`src/rtl/memory_controller.sv`:
```
// memory_controller: memory-mapped bus target for a single-cycle CPU.
// 0x00-0xEF is data RAM. 0xF0-0xFF holds the peripherals: GPIO, an 8-bit
// timer and a UART transmitter fed by a small TX FIFO.
// Reads are combinational from Address and have no side effects.
// Writes commit on the rising clk edge while MemWrite_Enable is high.
//
// Handshake: there is no valid/ready pair. MemWrite_Enable is the only
// request. A write is always accepted on the edge where it is high. The one
// exception is a UART_TX write while the FIFO is full and nothing pops on the
// same edge: that byte is dropped and the sticky ovf flag is raised.
module memory_controller #(
    parameter int CLKS_PER_BIT = 16,
    parameter int FIFO_DEPTH   = 4
) (
    input  logic       clk,
    input  logic       reset,
    input  logic       MemWrite_Enable,
    input  logic [7:0] Address,
    input  logic [7:0] WriteData,
    output logic [7:0] ReadData,
    input  logic [7:0] gpio_in,
    output logic [7:0] gpio_out,
    output logic       uart_tx,
    output logic       timer_irq
);

    localparam int PTR_W = $clog2(FIFO_DEPTH);
    localparam int CNT_W = PTR_W + 1;
    localparam int CLK_W = $clog2(CLKS_PER_BIT);

    localparam logic [7:0] ADDR_GPIO_OUT = 8'hF0;
    localparam logic [7:0] ADDR_GPIO_IN  = 8'hF1;
    localparam logic [7:0] ADDR_TMR_CNT  = 8'hF2;
    localparam logic [7:0] ADDR_TMR_CMP  = 8'hF3;
    localparam logic [7:0] ADDR_TMR_CTRL = 8'hF4;
    localparam logic [7:0] ADDR_STATUS   = 8'hF5;
    localparam logic [7:0] ADDR_UART_TX  = 8'hF6;

    typedef enum logic [1:0] {
        UART_IDLE,
        UART_START,
        UART_DATA,
        UART_STOP
    } uart_state_t;

    // Storage and registers
    logic [7:0]       ram [0:239];
    logic [7:0]       gpio_sync1;
    logic [7:0]       gpio_sync2;
    logic [7:0]       tmr_cnt;
    logic [7:0]       tmr_cmp;
    logic [3:0]       tmr_ctrl;
    logic [6:0]       prescaler;
    logic             match;
    logic             ovf;

    logic [7:0]       fifo_mem [FIFO_DEPTH];
    logic [PTR_W-1:0] wr_ptr;
    logic [PTR_W-1:0] rd_ptr;
    logic [CNT_W-1:0] fifo_count;

    uart_state_t      uart_state;
    uart_state_t      uart_state_next;
    logic [CLK_W-1:0] clk_cnt;
    logic [2:0]       bit_idx;
    logic [7:0]       tx_shift;

    // Decoded strobes
    logic             wr_ram;
    logic             wr_gpio_out;
    logic             wr_tmr_cmp;
    logic             wr_tmr_ctrl;
    logic             wr_status;
    logic             wr_uart;
    logic [6:0]       ps_limit;
    logic             tmr_tick;
    logic             match_set;
    logic             fifo_empty;
    logic             fifo_full;
    logic             fifo_pop;
    logic             fifo_push;
    logic             fifo_drop;
    logic             bit_done;
    logic             tx_busy;

    // Write address decode
    always_comb begin
        wr_ram      = MemWrite_Enable && (Address < ADDR_GPIO_OUT);
        wr_gpio_out = MemWrite_Enable && (Address == ADDR_GPIO_OUT);
        wr_tmr_cmp  = MemWrite_Enable && (Address == ADDR_TMR_CMP);
        wr_tmr_ctrl = MemWrite_Enable && (Address == ADDR_TMR_CTRL);
        wr_status   = MemWrite_Enable && (Address == ADDR_STATUS);
        wr_uart     = MemWrite_Enable && (Address == ADDR_UART_TX);
    end

    // RAM write port; contents survive reset
    always_ff @(posedge clk) begin
        if (wr_ram) begin
            ram[Address] <= WriteData;
        end
    end

    // GPIO output register and two-flop input synchroniser
    always_ff @(posedge clk or posedge reset) begin
        if (reset) begin
            gpio_out   <= 8'h00;
            gpio_sync1 <= 8'h00;
            gpio_sync2 <= 8'h00;
        end else begin
            gpio_sync1 <= gpio_in;
            gpio_sync2 <= gpio_sync1;
            if (wr_gpio_out) begin
                gpio_out <= WriteData;
            end
        end
    end

    // Prescaler terminal count 2^PS-1; PS=7 wraps 7'd1<<7 to 0, giving 127
    always_comb begin
        ps_limit  = (7'd1 << tmr_ctrl[3:1]) - 7'd1;
        tmr_tick  = tmr_ctrl[0] && (prescaler == ps_limit);
        match_set = tmr_tick && (tmr_cnt == tmr_cmp);
    end

    // Timer registers; a set of match beats a same-cycle W1C clear
    always_ff @(posedge clk or posedge reset) begin
        if (reset) begin
            tmr_cnt   <= 8'h00;
            tmr_cmp   <= 8'hFF;
            tmr_ctrl  <= 4'h0;
            prescaler <= 7'd0;
            match     <= 1'b0;
        end else begin
            if (wr_tmr_cmp) begin
                tmr_cmp <= WriteData;
            end
            if (wr_tmr_ctrl) begin
                tmr_ctrl <= WriteData[3:0];
            end
            if (!tmr_ctrl[0] || tmr_tick) begin
                prescaler <= 7'd0;
            end else begin
                prescaler <= prescaler + 7'd1;
            end
            if (tmr_tick) begin
                tmr_cnt <= match_set ? 8'h00 : tmr_cnt + 8'h01;
            end
            if (match_set) begin
                match <= 1'b1;
            end else if (wr_status && WriteData[0]) begin
                match <= 1'b0;
            end
        end
    end

    // FIFO flags; a full FIFO still accepts a push if it pops on the same edge
    always_comb begin
        fifo_empty = (fifo_count == '0);
        fifo_full  = (fifo_count == CNT_W'(FIFO_DEPTH));
        fifo_pop   = (uart_state == UART_IDLE) && !fifo_empty;
        fifo_push  = wr_uart && (!fifo_full || fifo_pop);
        fifo_drop  = wr_uart && fifo_full && !fifo_pop;
    end

    // FIFO data array; pointers wrap naturally at the power-of-2 depth
    always_ff @(posedge clk) begin
        if (fifo_push) begin
            fifo_mem[wr_ptr] <= WriteData;
        end
    end

    // FIFO pointers, occupancy and the sticky overflow flag
    always_ff @(posedge clk or posedge reset) begin
        if (reset) begin
            wr_ptr     <= '0;
            rd_ptr     <= '0;
            fifo_count <= '0;
            ovf        <= 1'b0;
        end else begin
            if (fifo_push) begin
                wr_ptr <= wr_ptr + PTR_W'(1);
            end
            if (fifo_pop) begin
                rd_ptr <= rd_ptr + PTR_W'(1);
            end
            case ({fifo_push, fifo_pop})
                2'b10:   fifo_count <= fifo_count + CNT_W'(1);
                2'b01:   fifo_count <= fifo_count - CNT_W'(1);
                default: fifo_count <= fifo_count;
            endcase
            if (fifo_drop) begin
                ovf <= 1'b1;
            end else if (wr_status && WriteData[4]) begin
                ovf <= 1'b0;
            end
        end
    end

    // UART state register
    always_ff @(posedge clk or posedge reset) begin
        if (reset) begin
            uart_state <= UART_IDLE;
        end else begin
            uart_state <= uart_state_next;
        end
    end

    // UART next state and serial line; each non-idle state spans CLKS_PER_BIT clocks per bit
    always_comb begin
        uart_state_next = uart_state;
        uart_tx         = 1'b1;
        bit_done        = (clk_cnt == CLK_W'(CLKS_PER_BIT - 1));
        case (uart_state)
            UART_IDLE: begin
                if (!fifo_empty) begin
                    uart_state_next = UART_START;
                end
            end
            UART_START: begin
                uart_tx = 1'b0;
                if (bit_done) begin
                    uart_state_next = UART_DATA;
                end
            end
            UART_DATA: begin
                uart_tx = tx_shift[0];
                if (bit_done && (bit_idx == 3'd7)) begin
                    uart_state_next = UART_STOP;
                end
            end
            UART_STOP: begin
                if (bit_done) begin
                    uart_state_next = UART_IDLE;
                end
            end
            default: begin
                uart_state_next = UART_IDLE;
            end
        endcase
    end

    // UART datapath: bit timer, bit index and LSB-first shift register
    always_ff @(posedge clk or posedge reset) begin
        if (reset) begin
            clk_cnt  <= '0;
            bit_idx  <= 3'd0;
            tx_shift <= 8'h00;
        end else begin
            if ((uart_state == UART_IDLE) || bit_done) begin
                clk_cnt <= '0;
            end else begin
                clk_cnt <= clk_cnt + CLK_W'(1);
            end
            if (uart_state != UART_DATA) begin
                bit_idx <= 3'd0;
            end else if (bit_done) begin
                bit_idx <= bit_idx + 3'd1;
            end
            if (fifo_pop) begin
                tx_shift <= fifo_mem[rd_ptr];
            end else if ((uart_state == UART_DATA) && bit_done) begin
                tx_shift <= {1'b0, tx_shift[7:1]};
            end
        end
    end

    // Status outputs
    always_comb begin
        tx_busy   = (uart_state != UART_IDLE);
        timer_irq = match;
    end

    // Combinational read mux; unmapped and write-only locations read 0
    always_comb begin
        ReadData = 8'h00;
        if (Address < ADDR_GPIO_OUT) begin
            ReadData = ram[Address];
        end else begin
            case (Address)
                ADDR_GPIO_OUT: ReadData = gpio_out;
                ADDR_GPIO_IN:  ReadData = gpio_sync2;
                ADDR_TMR_CNT:  ReadData = tmr_cnt;
                ADDR_TMR_CMP:  ReadData = tmr_cmp;
                ADDR_TMR_CTRL: ReadData = {4'h0, tmr_ctrl};
                ADDR_STATUS:   ReadData = {3'b000, ovf, fifo_empty, fifo_full, tx_busy, match};
                default:       ReadData = 8'h00;
            endcase
        end
    end

endmodule
```
`config.mk`:
```
export PLATFORM = sky130hd
export DESIGN_NAME = memory_controller
export DESIGN_NICKNAME = d
export VERILOG_FILES = /design/src/rtl/memory_controller.sv
export SDC_FILE = /design/constraint.sdc
export NUM_CORES = 2
export LEC_CHECK = 0
export CAP_MARGIN = 15
export CORE_ASPECT_RATIO = 1.1
export CORE_MARGIN = 10
export CORE_UTILIZATION = 25
export CTS_CLUSTER_SIZE = 12
export DETAILED_ROUTE_END_ITERATION = 7
export GPL_TIMING_DRIVEN = 0
export SLEW_MARGIN = 20
export SYNTH_ARGS = -nofsm -noshare
export SYNTH_HDL_FRONTEND = slang
export SYNTH_SLANG_ARGS = --single-unit
```
`constraint.sdc`:
```
create_clock -name clk -period 6.1 [get_ports clk]
set_input_delay 0.61 -clock clk [delete_from_list [all_inputs] [get_ports clk]]
set_output_delay 0.61 -clock clk [all_outputs]
set_load 0.005 [all_outputs]
```
Yosys cells after proc, flatten, opt, wreduce, memory -nomap -nowiden
Memory sizes are Yosys's and may differ from the RTL's.
Index checks and enable logic that the tools add are counted.
{"block": "totals", "register_bits": 77, "latch_bits": 0, "mem_bits_rw": 1952, "rom_bits": 0, "in_bits": 27, "output_inout_bits": 18, "memories": 2}
{"memory": "ram", "words": 240, "width": 8, "read_ports": 1, "rd_ports_with_merged_regs": 0, "wr": 1, "line": "47", "rtl": "logic [7:0] ram [0:239];"}
{"memory": "fifo_mem", "words": 4, "width": 8, "read_ports": 1, "rd_ports_with_merged_regs": 0, "wr": 1, "line": "57", "rtl": "logic [7:0] fifo_mem [FIFO_DEPTH];"}
{"block": "op_classes", "n_addsub": 9, "multipliers": 0, "div": 0, "n_lt_le_gt_ge": 1, "eq_ne": 22, "shift": 1, "muxes": 24, "n_bitwise": 0, "reduce_logical": 32}
{"cell": "equality test 8 bit, second input constant", "count": 7}
{"cell": "case mux 8 bit (6 select lines)", "count": 1}
{"cell": "2-to-1 mux 8 bit", "count": 4}
{"cell": "logical AND 1 bit", "count": 16}
{"cell": "nonzero test 2 bit", "count": 6}
{"cell": "!= test 2 bit, second input constant", "count": 5}
{"cell": "adder 8 x 1 -> 8 bit, second input constant", "count": 1}
{"cell": "equality test 8 bit", "count": 1}
{"cell": "less-than comparator 8 bit, second input constant", "count": 1}
{"cell": "2-to-1 mux 1 bit", "count": 8}
{"cell": "2-to-1 mux 2 bit", "count": 4}
{"cell": "case mux 2 bit (4 select lines)", "count": 1}
{"cell": "adder 7 x 1 -> 7 bit, second input constant", "count": 1}
{"cell": "equality test 7 bit", "count": 1}
{"cell": "2-to-1 mux 7 bit", "count": 1}
{"cell": "left shift 1 x 3 -> 7 bit, first input constant", "count": 1}
{"cell": "subtractor 7 x 1 -> 7 bit, second input constant", "count": 1}
{"cell": "adder 3 x 1 -> 3 bit, second input constant", "count": 2}
{"cell": "equality test 2 bit, second input constant", "count": 3}
{"cell": "equality test 3 bit, second input constant", "count": 2}
{"cell": "2-to-1 mux 3 bit", "count": 2}
{"cell": "case mux 3 bit (2 select lines)", "count": 1}
{"cell": "adder 2 x 1 -> 2 bit, second input constant", "count": 2}
{"cell": "adder 4 x 1 -> 4 bit, second input constant", "count": 1}
{"cell": "10 further kinds", "count": 16}

Longest topological paths before layout
{"block": "depth", "depth_word": 7, "ltp_mapped": 13}

Worst setup path after synthesis
No wires, ideal clock.
{"block": "synth_path", "kind": "input port to output port", "start": "input Address[1]", "end": "output ReadData[6]", "arrival_time_ns": 2.609, "slack_ns": 2.881, "stages": 10, "path_cell_list": "buf_2 -> buf_6 -> buf_2 -> buf_2 -> mux4_2 -> a22oi_1 -> a21oi_1 -> a31o_1 -> o41ai_1 -> nand4_1"}
{"block": "synth_between", "elab_chain_len": 3, "elab_cells_between_ends": 10, "cone_classes": "order compare (1); eq/ne (6); mux (2); memory (1)"}
{"element": "start, declared", "line": "18", "rtl": "input logic [7:0] Address,"}
{"element": "parallel branches: the longest is 2 deep, another holds memory read (240 x 8 bit)"}
{"element": "2-to-1 mux 8 bit *", "line": "276", "rtl": "if (Address < ADDR_GPIO_OUT) begin"}
{"element": "end, declared", "line": "20", "rtl": "output logic [7:0] ReadData,"}
Mark *: on every way between the ends.

Worst setup path after layout
{"block": "layout_path", "start": "input Address[3]", "end": "output ReadData[7]"}
The elaborated chain is that of the path after synthesis.

==> flow_summary_export.csv <==
group,metric,value,unit
power_and_ir_drop,power_per_cell_area,319,nW/um^2
drt,drt_iter0_drc,8810,
setup_path,crit_family,"buffers and inverters",
drt,finalWirelength,298,mm
power_and_ir_drop,pwr-share-clk,0.394,
yosys,syn_inst,3980,
drt,met2_length,132,mm
status,status,"complete, but fails checks",
cts,path_clk_slew,0.06,ns
yosys,syn_area_per_cell,20.0,sq um
cts,clockBufferDepth,3,
sta,relSlewSlack,0.157,
floorplanning,die_w,558,microns
yosys,syn_area,79600,sq um
cts,cts-hold-fix-buffers,0,
status,violations,"design-rule violations, negative setup slack",
yosys,synth_compound_area_frac,0.0320,
drt,ant_nets,0,
drt,route.detailed.drc,1,
place,io_buffers,39,
power_and_ir_drop,p_leak,28.4,nW
drt,wl_per_cell,34.8,microns
cts,h-tree-depth,4,
cts,clock_latency,0.89,ns
place,dp_worst_setup_slack,-0.917,ns
setup_path,end_kind,"output pin",
power_and_ir_drop,intPower,22.4,mW
sta,setup_violations,8,
setup_path,worst-path-buf-inv,5,
floorplanning,start_util,0.251,
floorplanning,rows,217,
yosys,synth_area_leaders,"edfxtp_1 (74%), mux4_2 (13%), dfrtp_1 (2.2%)",
sta,slew_violations,0,
setup_path,cp_cell_sequence,"clkdlybuf4s15_2 > buf_2 > buf_2 > nand2_2 > clkbuf_2 > o22ai_1 > a21oi_1 > a31oi_1 > a221o_1 > clkdlybuf4s50_1",
yosys,synth_top_area_frac,0.737,
yosys,synth-edff-count,1952,
yosys,ys_seq_area_frac,0.761,
yosys,synth_top_cell_by_area,"edfxtp_1",
yosys,synth_adder_area_share,0.00261,
yosys,synth_top_family_by_area,"multiplexers",
global_routing,first_global_vias,43645,
yosys,synth_seq_cells,2029,
cts,cts_tree,"built",
layout,layout-drive-gt1-share,0.223,
yosys,yosys_warnings,0,
floorplanning,io_pins,45,
sta,post-route-period-util,1.06,
cts,post-cts-setup-buffers,0,
yosys,synth_xor_area_frac,0.00286,
setup_path,crit_top_cell,"buf_2",
yosys,yosys.area_share.simple,0.0378,
sta,period_needed,6.45,ns
power_and_ir_drop,pwr-share-seq,0.525,
layout,fillCellCount,30879,
cts,numCtsBuffers,203,
floorplanning,die-area,341000,sq um
worst_hold_path,hold_class,"in2async",
yosys,synth_ff_type,"edfxtp_1",
global_routing,grt_antenna_before_repair,22,
global_routing,grt_usage,0.168,
setup_path,critPathLaunchType,"primary input",
power_and_ir_drop,p_sw,7.07,mW
yosys,ys_async_sr_fraction,0.0379,
setup_path,cp_slowest_cell,"clkbuf_2",
drt,wl_met3,39.3,mm
global_routing,grt_overflow,0,
cts,root_buffer,"clkbuf_16",
floorplanning,die_h,612,microns
place,place.gp.congestion,0.978,
global_routing,grt_pass1_wl,392,mm
setup_path,cp.arrival,5.84,ns
drt,met1_length,103,mm
sta,tightest_slew,1.26,ns
drt,dr_total_vias,45695,
cts,clock-sinks,2029,
place,dp_hpwl,195,mm
layout,fin_util,0.291,
yosys,synth_mux_area_frac,0.147,
power_and_ir_drop,p_total,29.4,mW
yosys,synthesis.nets,4023,
sta,hold_viol,0,
global_routing,grt_max_degree,121,
setup_path,path_max_fanout,10,
sta,max_freq,155,MHz
drt,drtPass1Iterations,8,
drt,viasPerCell,5.34,
layout,final_nets,4294,
setup_path,worstSetupPathType,"in2out",
power_and_ir_drop,sw_frac_of_total,0.240,
floorplanning,core,317000,sq um
sta,fin_skew,0.0185,ns
power_and_ir_drop,combinationalPowerShare,0.081,
sta,whs,0.0686,ns
power_and_ir_drop,peakVddDrop,306,uV
layout,area_growth,15.8,%
setup_path,cpPeakStageDelay,0.65,ns
drt,top_layer_used,"met5",
setup_path,required,5.49,ns
run,drv_cap,0,
sta,setup_ws,-0.355,ns
yosys,synth_cell_types,80,
## synthesized netlist by cell type, types with 12 or more instances
library cell and number:
a211oi_1 24, nor2_1 321, and3_1 14, buf_2 82, xnor2_1 19, nand2b_1 12, o21ai_0 40, dfrtp_1 69
ha_1 15, a22o_1 12, o22ai_1 52, edfxtp_1 1952, buf_1 12, nor2b_1 23, a22oi_1 97, mux2i_1 135
nand3_1 58, a21oi_1 45, and2_1 13, nand4_1 16, clkbuf_1 90, buf_4 30, nand2_1 168, nor3_1 18
a31oi_1 15, buf_6 20, inv_1 15, mux4_2 445, mux2_2 29, o211ai_1 12
## layout by cell type (no fill, tap or decap), drive strengths merged, types with 46 or more instances in the layout
cell / count
edfxtp: 1952
mux4: 445
clkbuf: 353
nor2: 321
buf: 178
nand2: 169
mux2i: 135
a22oi: 97
dfrtp: 69
nand3: 59
clkinv: 57
o22ai: 52
a21oi: 46
## power groups by stage
stage / clock [mW] / combinational [mW] / sequential [mW]
6_report: 11.6 / 2.39 / 15.5
2_1_floorplan: 0 / 1.08 / 15.7
4_1_cts: 11.6 / 2.32 / 15.5
3_5_place_dp: 0 / 2.30 / 15.7
5_1_grt: 12.1 / 2.43 / 15.5
3_3_place_gp: 0 / 2.22 / 15.9
## sequential cells by signal, summed over array words and instances, names as in the netlist, 7 cells and up
signal and cells:
tmr_cmp 8, tx_shift 8, fifo_mem 32, gpio_sync1 8, gpio_out 8, prescaler 7, tmr_cnt 8, ram 1920
gpio_sync2 8
## path summary, 6_finish.rpt
kind	start	endpoint	slack, ns	cells after the start
min in group clk	WriteData[7]	ram[162][7]$_DFFE_PP_	0.13	1
hold reg to reg	gpio_sync1[6]$_DFF_PP0_	gpio_sync2[6]$_DFF_PP0_	0.35	0
max in group asynchronous	reset	tmr_cmp[5]$_DFFE_PP1P_	5.41	3
hold / removal	reset	wr_ptr[0]$_DFFE_PP0P_	0.07	2
setup / recovery	Address[3]	ReadData[7]	-0.35	10
setup reg to reg	uart_state[0]$_DFFE_PP0P_	fifo_count[2]$_DFFE_PP0P_	2.97	12
## routing by layer
metal  track usage  up-vias
met1         0.201    24074
met5       0.00362        -
li1              -    16870
met3        0.0611      960
met2         0.252     3779
met4         0.112       12
## metrics by stage
| stage | setup TNS (ns) | instances | cell area, sq um |
|---|---|---|---|
| 2_1_floorplan | 0 | 3980 | 79600 |
| 3_3_place_gp | -7172.36 | 8180 | 85200 |
| 3_5_place_dp | -29.03 | 8210 | 86100 |
| 4_1_cts | 0 | 8539 | 92100 |
| 5_1_grt | -0.00215 | 8545 | 92100 |
| 6_report | -1.45 | 8553 | 92200 |
## cells by family (layout without fill, tap and decap cells)
group                    after synthesis  in the layout
adder cells (fa/ha/maj)               16             16
buffers and inverters                251            649
AND/OR/NAND/NOR                      682            682
flip-flops                          2029           2029
multiplexers                         609            609
XOR/XNOR                              26             26
other                                  0             14
AO/OA/AOI/OAI                        367            367
## timing repair
action | 4_1_cts | 5_1_grt
pin swaps | 2 | 0
resized for setup | 54 | 11
endpoints found under the setup margin | 8 | 5
hold endpoints to repair | 0 | 0
## cell type report
class	instances	area, sq um	area share
antenna	14	35.0	0.000380
buffer	231	1390	0.0151
clock inverter	68	479	0.00520
timing repair buffer	69	1200	0.0130
inverter	17	66.3	0.000720
multi-input combinational	1700	17800	0.193
sequential	2029	60600	0.657
clock buffer	264	5390	0.0585
tap	4161	5210	0.0565
Power figures use the tool's default switching activity.
